===== src/rtl/sdram_arb_pkg.sv =====
// Shared definitions for the SDRAM port arbiter: FSM encoding, client
// indices (grant bit positions) and small grant-vector helpers.
package sdram_arb_pkg;

    localparam logic [2:0] ST_INIT = 3'd0;
    localparam logic [2:0] ST_IDLE = 3'd1;
    localparam logic [2:0] ST_REQ  = 3'd2;
    localparam logic [2:0] ST_XFER = 3'd3;
    localparam logic [2:0] ST_DONE = 3'd4;

    // Client index doubles as the bit position in the one-hot grant and
    // as the round-robin scan order W0, R0, W1, R1.
    localparam logic [1:0] IDX_W0 = 2'd0;
    localparam logic [1:0] IDX_R0 = 2'd1;
    localparam logic [1:0] IDX_W1 = 2'd2;
    localparam logic [1:0] IDX_R1 = 2'd3;

    // Encode a one-hot grant into a client index (0 for an empty vector).
    function automatic logic [1:0] onehot_to_idx(input logic [3:0] oh);
        logic [1:0] idx;
        idx = 2'd0;
        case (oh)
            4'b0001: idx = IDX_W0;
            4'b0010: idx = IDX_R0;
            4'b0100: idx = IDX_W1;
            4'b1000: idx = IDX_R1;
            default: idx = 2'd0;
        endcase
        return idx;
    endfunction

    // True when the grant selects one of the two writers.
    function automatic logic is_writer(input logic [3:0] oh);
        return oh[IDX_W0] | oh[IDX_W1];
    endfunction

endpackage


===== src/rtl/rr_pick4.sv =====
// Four-way round-robin picker: returns the first requesting client at or
// after the pointer, wrapping around, as a one-hot vector.
module rr_pick4 (
    input  logic [3:0] req,
    input  logic [1:0] ptr,
    output logic [3:0] gnt,
    output logic       valid
);

    logic [1:0] idx_s;

    // Scan from the pointer; the first set request wins.
    always_comb begin
        gnt   = 4'b0000;
        valid = 1'b0;
        idx_s = ptr;
        for (int off = 0; off < 4; off++) begin
            idx_s = ptr + off[1:0];
            if (!valid && req[idx_s]) begin
                gnt[idx_s] = 1'b1;
                valid      = 1'b1;
            end else begin
                valid = valid;
            end
        end
    end

endmodule


===== src/rtl/sdram_port_arbiter.sv =====
// Shares the SDRAM controller's write and read ports between two writers
// and two readers, one outstanding request at a time, round-robin order.
module sdram_port_arbiter
    import sdram_arb_pkg::*;
#(
    parameter int ADDR_W  = 24,
    parameter int BURST_W = 10,
    parameter int DATA_W  = 64,
    parameter int TIMEOUT = 1023
) (
    input  logic               clk,
    input  logic               rst_n,
    input  logic               init_done,
    input  logic [1:0]         wr_req,
    input  logic [ADDR_W-1:0]  wr_addr  [0:1],
    input  logic [BURST_W-1:0] wr_burst [0:1],
    input  logic [DATA_W-1:0]  wr_din   [0:1],
    output logic [1:0]         wr_ack,
    input  logic [1:0]         rd_req,
    input  logic [ADDR_W-1:0]  rd_addr  [0:1],
    input  logic [BURST_W-1:0] rd_burst [0:1],
    output logic [1:0]         rd_ack,
    output logic [DATA_W-1:0]  rd_dout,
    output logic               sdram_wr_req,
    input  logic               sdram_wr_ack,
    output logic [ADDR_W-1:0]  sdram_wr_addr,
    output logic [BURST_W-1:0] sdram_wr_burst,
    output logic [DATA_W-1:0]  sdram_din,
    output logic               sdram_rd_req,
    input  logic               sdram_rd_ack,
    output logic [ADDR_W-1:0]  sdram_rd_addr,
    output logic [BURST_W-1:0] sdram_rd_burst,
    input  logic [DATA_W-1:0]  sdram_dout,
    output logic [3:0]         grant,
    output logic               err_timeout
);

    localparam int CNT_W = (TIMEOUT < 2) ? 1 : $clog2(TIMEOUT + 1);
    localparam logic [CNT_W-1:0] TIMEOUT_M1 = CNT_W'(TIMEOUT - 1);

    logic [2:0]         state_r;
    logic [3:0]         grant_r;
    logic [1:0]         ptr_r;
    logic [CNT_W-1:0]   cnt_r;
    logic               err_r;
    logic               wr_req_r;
    logic               rd_req_r;
    logic [ADDR_W-1:0]  addr_r;
    logic [BURST_W-1:0] burst_r;

    logic [3:0]         elig_s;
    logic [3:0]         pick_gnt_s;
    logic               pick_valid_s;
    logic [ADDR_W-1:0]  pick_addr_s;
    logic [BURST_W-1:0] pick_burst_s;
    logic [1:0]         grant_idx_s;
    logic               ack_s;

    // A zero-length burst never becomes eligible, so it is never granted.
    always_comb begin
        elig_s         = 4'b0000;
        elig_s[IDX_W0] = wr_req[0] & (wr_burst[0] != {BURST_W{1'b0}});
        elig_s[IDX_R0] = rd_req[0] & (rd_burst[0] != {BURST_W{1'b0}});
        elig_s[IDX_W1] = wr_req[1] & (wr_burst[1] != {BURST_W{1'b0}});
        elig_s[IDX_R1] = rd_req[1] & (rd_burst[1] != {BURST_W{1'b0}});
    end

    rr_pick4 u_pick (
        .req   (elig_s),
        .ptr   (ptr_r),
        .gnt   (pick_gnt_s),
        .valid (pick_valid_s)
    );

    // Select address and burst length of the client the picker chose.
    always_comb begin
        pick_addr_s  = {ADDR_W{1'b0}};
        pick_burst_s = {BURST_W{1'b0}};
        case (onehot_to_idx(pick_gnt_s))
            IDX_W0: begin
                pick_addr_s  = wr_addr[0];
                pick_burst_s = wr_burst[0];
            end
            IDX_R0: begin
                pick_addr_s  = rd_addr[0];
                pick_burst_s = rd_burst[0];
            end
            IDX_W1: begin
                pick_addr_s  = wr_addr[1];
                pick_burst_s = wr_burst[1];
            end
            IDX_R1: begin
                pick_addr_s  = rd_addr[1];
                pick_burst_s = rd_burst[1];
            end
            default: begin
                pick_addr_s  = {ADDR_W{1'b0}};
                pick_burst_s = {BURST_W{1'b0}};
            end
        endcase
    end

    // Controller ack belonging to the direction currently granted.
    always_comb begin
        grant_idx_s = onehot_to_idx(grant_r);
        if (is_writer(grant_r)) begin
            ack_s = sdram_wr_ack;
        end else begin
            ack_s = sdram_rd_ack;
        end
    end

    // Arbitration FSM: grant, hold the controller request, track the
    // transfer, then advance the round-robin pointer past the served client.
    always_ff @(posedge clk) begin
        if (!rst_n) begin
            state_r  <= ST_INIT;
            grant_r  <= 4'b0000;
            ptr_r    <= IDX_W0;
            cnt_r    <= {CNT_W{1'b0}};
            err_r    <= 1'b0;
            wr_req_r <= 1'b0;
            rd_req_r <= 1'b0;
            addr_r   <= {ADDR_W{1'b0}};
            burst_r  <= {BURST_W{1'b0}};
        end else begin
            case (state_r)
                ST_INIT: begin
                    if (init_done) begin
                        state_r <= ST_IDLE;
                    end else begin
                        state_r <= ST_INIT;
                    end
                end
                ST_IDLE: begin
                    if (!init_done) begin
                        state_r <= ST_INIT;
                    end else if (pick_valid_s) begin
                        grant_r  <= pick_gnt_s;
                        addr_r   <= pick_addr_s;
                        burst_r  <= pick_burst_s;
                        cnt_r    <= {CNT_W{1'b0}};
                        wr_req_r <= is_writer(pick_gnt_s);
                        rd_req_r <= ~is_writer(pick_gnt_s);
                        state_r  <= ST_REQ;
                    end else begin
                        state_r <= ST_IDLE;
                    end
                end
                ST_REQ: begin
                    if (ack_s) begin
                        wr_req_r <= 1'b0;
                        rd_req_r <= 1'b0;
                        state_r  <= ST_XFER;
                    end else if (cnt_r == TIMEOUT_M1) begin
                        // Controller never answered: abort and flag it.
                        wr_req_r <= 1'b0;
                        rd_req_r <= 1'b0;
                        err_r    <= 1'b1;
                        state_r  <= ST_DONE;
                    end else begin
                        cnt_r <= cnt_r + CNT_W'(1);
                    end
                end
                ST_XFER: begin
                    if (!ack_s) begin
                        state_r <= ST_DONE;
                    end else begin
                        state_r <= ST_XFER;
                    end
                end
                ST_DONE: begin
                    grant_r <= 4'b0000;
                    ptr_r   <= grant_idx_s + 2'd1;
                    if (init_done) begin
                        state_r <= ST_IDLE;
                    end else begin
                        state_r <= ST_INIT;
                    end
                end
                default: begin
                    state_r  <= ST_INIT;
                    grant_r  <= 4'b0000;
                    wr_req_r <= 1'b0;
                    rd_req_r <= 1'b0;
                end
            endcase
        end
    end

    // Ack routing and write-data steering follow the registered grant.
    always_comb begin
        wr_ack[0] = sdram_wr_ack & grant_r[IDX_W0];
        wr_ack[1] = sdram_wr_ack & grant_r[IDX_W1];
        rd_ack[0] = sdram_rd_ack & grant_r[IDX_R0];
        rd_ack[1] = sdram_rd_ack & grant_r[IDX_R1];
        if (grant_r[IDX_W0]) begin
            sdram_din = wr_din[0];
        end else if (grant_r[IDX_W1]) begin
            sdram_din = wr_din[1];
        end else begin
            sdram_din = {DATA_W{1'b0}};
        end
    end

    assign rd_dout        = sdram_dout;
    assign sdram_wr_req   = wr_req_r;
    assign sdram_rd_req   = rd_req_r;
    assign sdram_wr_addr  = addr_r;
    assign sdram_rd_addr  = addr_r;
    assign sdram_wr_burst = burst_r;
    assign sdram_rd_burst = burst_r;
    assign grant          = grant_r;
    assign err_timeout    = err_r;

endmodule


===== config.mk =====
export PLATFORM = sky130hd
export DESIGN_NAME = sdram_port_arbiter
export DESIGN_NICKNAME = d
export VERILOG_FILES = /design/src/rtl/sdram_arb_pkg.sv /design/src/rtl/rr_pick4.sv /design/src/rtl/sdram_port_arbiter.sv
export SDC_FILE = /design/constraint.sdc
export NUM_CORES = 1
export LEC_CHECK = 0
export ABC_AREA = 1
export ABC_CLOCK_PERIOD_IN_PS = 7000
export BUFFER_PORTS_ARGS = -buffer_cell sky130_fd_sc_hd__buf_2
export CAP_MARGIN = 20
export CORE_AREA = 2 2 209 211
export CTS_CLUSTER_DIAMETER = 150
export CTS_CLUSTER_SIZE = 8
export DETAILED_ROUTE_END_ITERATION = 12
export DIE_AREA = 0 0 211 213
export HOLD_SLACK_MARGIN = 0.15
export PLACE_DENSITY = 0.42
export SKIP_LAST_GASP = 1
export SLEW_MARGIN = 20
export SYNTH_ARGS = -nofsm -noshare
export SYNTH_HDL_FRONTEND = slang
export SYNTH_SLANG_ARGS = --single-unit

===== constraint.sdc =====
create_clock -name clk -period 7 [get_ports clk]
set_clock_uncertainty 0.1 [all_clocks]
set_input_delay 1.4 -clock clk [delete_from_list [all_inputs] [get_ports clk]]
set_output_delay 1.4 -clock clk [all_outputs]
set_load 0.01 [all_outputs]

### Yosys cells after proc, flatten, opt, wreduce, memory -nomap -nowiden

Cells that the tools add are included.

* $mul: 0
* mux-type cells: 54
* bitwise logic cells: 17
* shifts and indexed selects: 0
* reductions and logical operators: 25
* $add $sub $neg: 5
* equality and inequality tests: 19
* order comparisons: 8
* divide/modulo/power cells: 0

Operators by type and width (count)
* two-way mux 64 bit: 2
* one-hot mux 24 bit (4 select lines): 1
* two-way mux 10 bit: 4
* one-hot mux 10 bit (4 select lines): 1
* nonzero test 10 bit: 4
* two-way mux 4 bit: 6
* two-way mux 1 bit: 20
* one-hot mux 10 bit (2 select lines): 1
* < comparator 2 x 3 -> 1 bit, second input constant: 4
* bitwise OR 4 bit: 3
* one-hot mux 2 bit (3 select lines): 2
* one-hot mux 3 bit (4 select lines): 1
* adder 10 x 1 -> 10 bit, second input constant: 1
* equality test 10 bit, second input constant: 1
* two-way mux 3 bit: 3
* AND reduction 3 bit: 3
* AND 1 bit: 8
* binary-select mux 1 bit (select 2 bit): 4
* demux 1 bit (select 2 bit): 4
* equality test 4 x 2 -> 1 bit, second input constant: 2
* equality test 4 x 3 -> 1 bit, second input constant: 2
* equality test 4 bit, second input constant: 2
* greater-or-equal comparator 2 x 1 -> 1 bit, second input constant: 4
* inequality test 2 bit, second input constant: 4
* 22 further kinds: 41

* register bits after elaboration: 56
* logic and storage cells: 137
* bits in latches: 0
* memories: 0
* bits in writable memories: 0
* bits of input ports: 337
* bits in read-only memories: 0

### Longest topological paths before layout

* depth after elaboration: 19
* gate-level depth with buffers: 22
* gate-level depth less buffers: 20

### Cells and area by module

From an unflattened synthesis, not the netlist that was laid out.

* cell total of the unflattened synthesis: 848
* area, all modules: 5541.6 µm²

Modules (own cells, without submodules)
* sdram_port_arbiter: area each 5122.4 µm², sequential area each 1121.1 µm², cells each 772, times used 1
* rr_pick4: area each 419.2 µm², sequential area each 0.0 µm², cells each 76, times used 1

### Least setup slack after synthesis

OpenSTA, ideal clock, no wires.

* path type: input to register
* start: input rd_burst[10] (netlist name)
* end: register addr_r[21], in the netlist sdram_rd_addr[21]
* path buffers: 2
* data required time: 6.791 ns
* arrival time: 3.132 ns
* cell stages on the path: 19
* setup slack: 3.659 ns
* cell sequence: or2_0 > nor2_1 > nand2_1 > nand3_2 > nand3_4 > nand2_4 > nand2_2 > nor2_4 > nand3_1 > nand3_2 > nor2_8 > buf_8 > buf_8 > nand3_1 > nand2_1 > nor2_1 > nand3_1 > nand2_1 > inv_1

* cells in the longest elaborated chain, start to end: 18
* elaborated cells on any way between the ends: 37

Ends and longest elaborated chain
* start, declared: line sdram_port_arbiter.sv:21 `input logic [BURST_W-1:0] rd_burst [0:1],`
* nonzero test 10 bit *: line sdram_port_arbiter.sv:63 `elig_s[IDX_R0] = rd_req[0] & (rd_burst[0] != {BURST_W{1'b0}});`
* AND 1 bit *: line sdram_port_arbiter.sv:63
* binary-select mux 1 bit (select 2 bit): line rr_pick4.sv:19 `if (!valid && req[idx_s]) begin`
* two-way mux 1 bit (implied by the code): line rr_pick4.sv:19
* two-way mux 1 bit: line rr_pick4.sv:19
* zero test 1 bit: line rr_pick4.sv:19
* logical AND 1 bit: line rr_pick4.sv:19
* two-way mux 1 bit: line rr_pick4.sv:19
* [... 2 more ...]
* two-way mux 1 bit: line rr_pick4.sv:19
* zero test 1 bit: line rr_pick4.sv:19
* logical AND 1 bit: line rr_pick4.sv:19
* two-way mux 4 bit: line rr_pick4.sv:19
* equality test 4 bit (tied with other cells): line sdram_arb_pkg.sv:22 `case (oh)`
* one-hot mux 2 bit (3 select lines): line sdram_arb_pkg.sv:22
* equality test 2 bit (tied with other cells): line sdram_port_arbiter.sv:79 `case (onehot_to_idx(pick_gnt_s))`
* one-hot mux 24 bit (4 select lines): line sdram_port_arbiter.sv:79
* end signal, assigned: line sdram_port_arbiter.sv:124 `addr_r <= {ADDR_W{1'b0}};`
* end signal, assigned: line sdram_port_arbiter.sv:140 `addr_r <= pick_addr_s;`
* end, declared: line sdram_port_arbiter.sv:48 `logic [ADDR_W-1:0] addr_r;`

Every way passes the cells marked *; elsewhere a longest branch is shown, timed or not. The select of a mux whose other input is x is not followed.
A chain may end at the register's enable or synchronous reset.

### Worst setup path in the final report

* start: input rd_burst[10] (netlist name)
* end: register addr_r[7], in the netlist sdram_rd_addr[7]

The elaborated chain is that of the path after synthesis.

==> summary.txt <==
Placed design
  • Dpl cells: 1776
  • Dpl hpwl: 21200 um
  • Placer Congestion: 0.825
  • Number of port buffers: 415

Global routing
  • Initial antenna violation count: 0
  • Vias in the first global route: 6480
  • GRT Overall Usage: 11.1%
  • Pin count of the biggest net entering global routing: 70
  • Overflow after GRT: 0
  • First-pass GRT wire length: 37900 um

Timing
  • Worst Tran Pin Value: 1.05 ns
  • Final Cycle Share: 67.8%
  • Slew HR: 30.0%
  • Final Max Slew Viols: 0
  • Min Clock Period, post-route: 4.74 ns
  • Final setup TNS: 0 ns
  • Endpoints failing hold: 0
  • Max Fclk: 0.211 GHz
  • # setup viols final: 0
  • RSZ-0062 raised after global routing: no

Synthesis
  • Number of flops mapped to enable cells by yosys: 0
  • Synthesized Nets: 1307
  • Syn Area/Cell: 6.35 sq um
  • Synth area leader: dfxtp_1
  • Mapped Area: 0.00610 sq mm
  • Post-synth cell types: 36
  • Register bit total from synthesis: 56
  • Primary FF master, synth: dfxtp_1
  • Dominant cells by area after synthesis: dfxtp_1, buf_4, nor2_1, a22o_1, nand3_1
  • Ys Warns: 0
  • Post-synth top area share: 18.4%
  • Async S/R FF share, synth: 0%
  • Mapped Cells: 961
  • Seq/Total Area, Yosys: 18.4%

Final layout
  • Non-filler cells, final: 1784
  • Layout area overhead: 31.0%
  • Layout Utilization: 18.7%
  • Commonest non-fill, non-tap cell in the layout: buf_2
  • Ant diodes: 0
  • Fin nets: 1583
  • Proportion of layout cells with a drive suffix above 1: 39.6%
  • Most frequent cells in the layout: buf_2, nor2_1, nand2_1
  • FILL cells: 4937

Clocking
  • Post-CTS Hold Buffers: 0
  • Clock slew at reported path FFs: 0.09 ns
  • CTS Sinks: 56
  • Clock Tree Root: clkbuf_16
  • Total CTS buffers: 5
  • H-tree levels: 2
  • Post-CTS Setup Repair Bufs: 0
  • Clock latency on the worst-skew pair: 0.33 ns
  • Post-cts resize count: 0
  • Max Root-Sink Buffers: 2
  • CTS tree: done

Routing
  • DRT iter0 DRCs: 367
  • Detailed Routing Iterations Pass 1: 5
  • ANT nets after route: 0
  • Detail-routed via count per cell: 4.07
  • Total number of vias: 7262
  • Wirelength, routed: 27000 um
  • Per-cell routed wire length: 15.1 um
  • Remaining DRCs: 0

Critical path
  • Worst-path maximum fanout: 46
  • CP arrival: 4.87 ns
  • Worst R2R Path Depth: 14
  • Crit start category: input port
  • Crit path kind: in -> reg
  • CP Capture Type: register
  • Worst EP required: 7.12 ns

Floorplan
  • Die Ht: 213 um
  • Initial core utilization: 14.3%
  • Die area: 0.0449 sq mm
  • Core area: 0.0427 sq mm
  • Number of cell rows: 76
  • Die W: 211 um
  • # IOs: 544

Run status
  • Status: completed

Flow run
  • Max Cap Viol: 0

Power
  • Maximum vdd drop: 0.0907 mV
  • Power Total: 1010 uW
  • Leak: 0.00434 uW
  • P per Cell Area: 127 mW/mm^2

Hold path
  • Hold path depth: 2
  • Hold WC Path Type: reg -> reg
per-layer routing:
| layer | routed length [um] | vias up | GRT usage (%) | part of all wire (%) |
|---|---|---|---|---|
| met5 | 0 | - | 0 | 0 |
| met4 | 873 | 0 | 5.00 | 3.2 |
| met3 | 1740 | 41 | 2.44 | 6.4 |
| met2 | 12800 | 339 | 18.4 | 47 |
| met1 | 11600 | 3290 | 13.9 | 43 |
| li1 | - | 3592 | - | - |
worst paths after layout:
path | from | to | slack (ns)
worst max-delay path | rd_burst[10] | sdram_rd_addr[7]$_SDFFE_PN0P_ | 2.26
worst min-delay path | sdram_wr_req$_SDFFE_PN0P_ | sdram_wr_req$_SDFFE_PN0P_ | 0.37
worst max register to register | ptr_r[0]$_SDFFE_PN0N_ | sdram_rd_addr[7]$_SDFFE_PN0P_ | 2.70
worst min register to register | sdram_wr_req$_SDFFE_PN0P_ | sdram_wr_req$_SDFFE_PN0P_ | 0.37
flip-flops by register name, summed over array words and instances, names as in the netlist:
register / cells
sdram_rd_addr: 24
cnt_r: 10
sdram_rd_burst: 10
grant: 4
state_r: 3
ptr_r: 2
err_timeout: 1
sdram_rd_req: 1
sdram_wr_req: 1
report_power, final:
group          switching (uW)  internal, uW  total [uW]
combinational             226           145         371
clock                     151           136         287
sequential               17.5           335         353
total                     394           617        1010
synthesized netlist by cell type, types with 4 or more instances:
| cell type | count |
|---|---|
| nand3_2 | 33 |
| clkbuf_1 | 15 |
| nand4_1 | 40 |
| nand2_1 | 140 |
| a22o_1 | 64 |
| a21oi_1 | 13 |
| nor2_4 | 5 |
| nor2_1 | 181 |
| nand2_2 | 7 |
| a31oi_1 | 4 |
| nand3_1 | 108 |
| inv_2 | 4 |
| buf_6 | 12 |
| dfxtp_1 | 56 |
| buf_2 | 18 |
| nor3_1 | 10 |
| ha_1 | 9 |
| xor2_1 | 4 |
| inv_1 | 103 |
| o21ai_0 | 6 |
| nor4_1 | 4 |
| buf_1 | 6 |
| buf_4 | 100 |
per-stage QoR:
stage                     worst slack [ns]  hold slack, ns  cell area, sq um
after floorplan                       3.66           0.358              6100
after global placement                1.83           0.359              7840
after detailed placement              1.86           0.359              7840
after CTS                             2.21           0.374              7990
after global routing                  1.90           0.404              7990
final                                 2.26           0.371              7990
worst max-delay path, cell delays in order:
cell,delay [ns]
buf_2,0.11
or2_0,0.22
nor2_1,0.22
nand2_1,0.12
nand3_1,0.10
nand2_1,0.08
nand2_1,0.07
nand2_1,0.12
nand3_1,0.10
nand2_1,0.06
inv_1,0.08
nand3_2,0.14
nor2_8,0.29
buf_4,0.58
nand2_2,0.64
nand4_1,0.24
nand3_1,0.13
nand2_1,0.10
inv_1,0.04
layout make-up:
cell class / instances / area [sq um] / share of cell area (%)
sequential: 56 / 1120 / 14.0
clock inverter: 3 / 25.0 / 0.313
clock buffer: 5 / 125 / 1.57
inverter: 107 / 402 / 5.03
tap: 546 / 683 / 8.55
timing repair buffer: 422 / 2130 / 26.7
multi-input combinational: 645 / 3500 / 43.8
cell families (layout without fill, tap and decap cells):
logic type	after synthesis	after routing	share of synthesized area, %
flops	56	56	18.4
fa+ha+maj	9	9	1.85
xor+xnor	5	5	0.718
buf+inv	260	537	24.4
simple gates	541	541	43.1
compound gates	90	90	11.6
No activity file was read; power rests on OpenSTA's default activity.
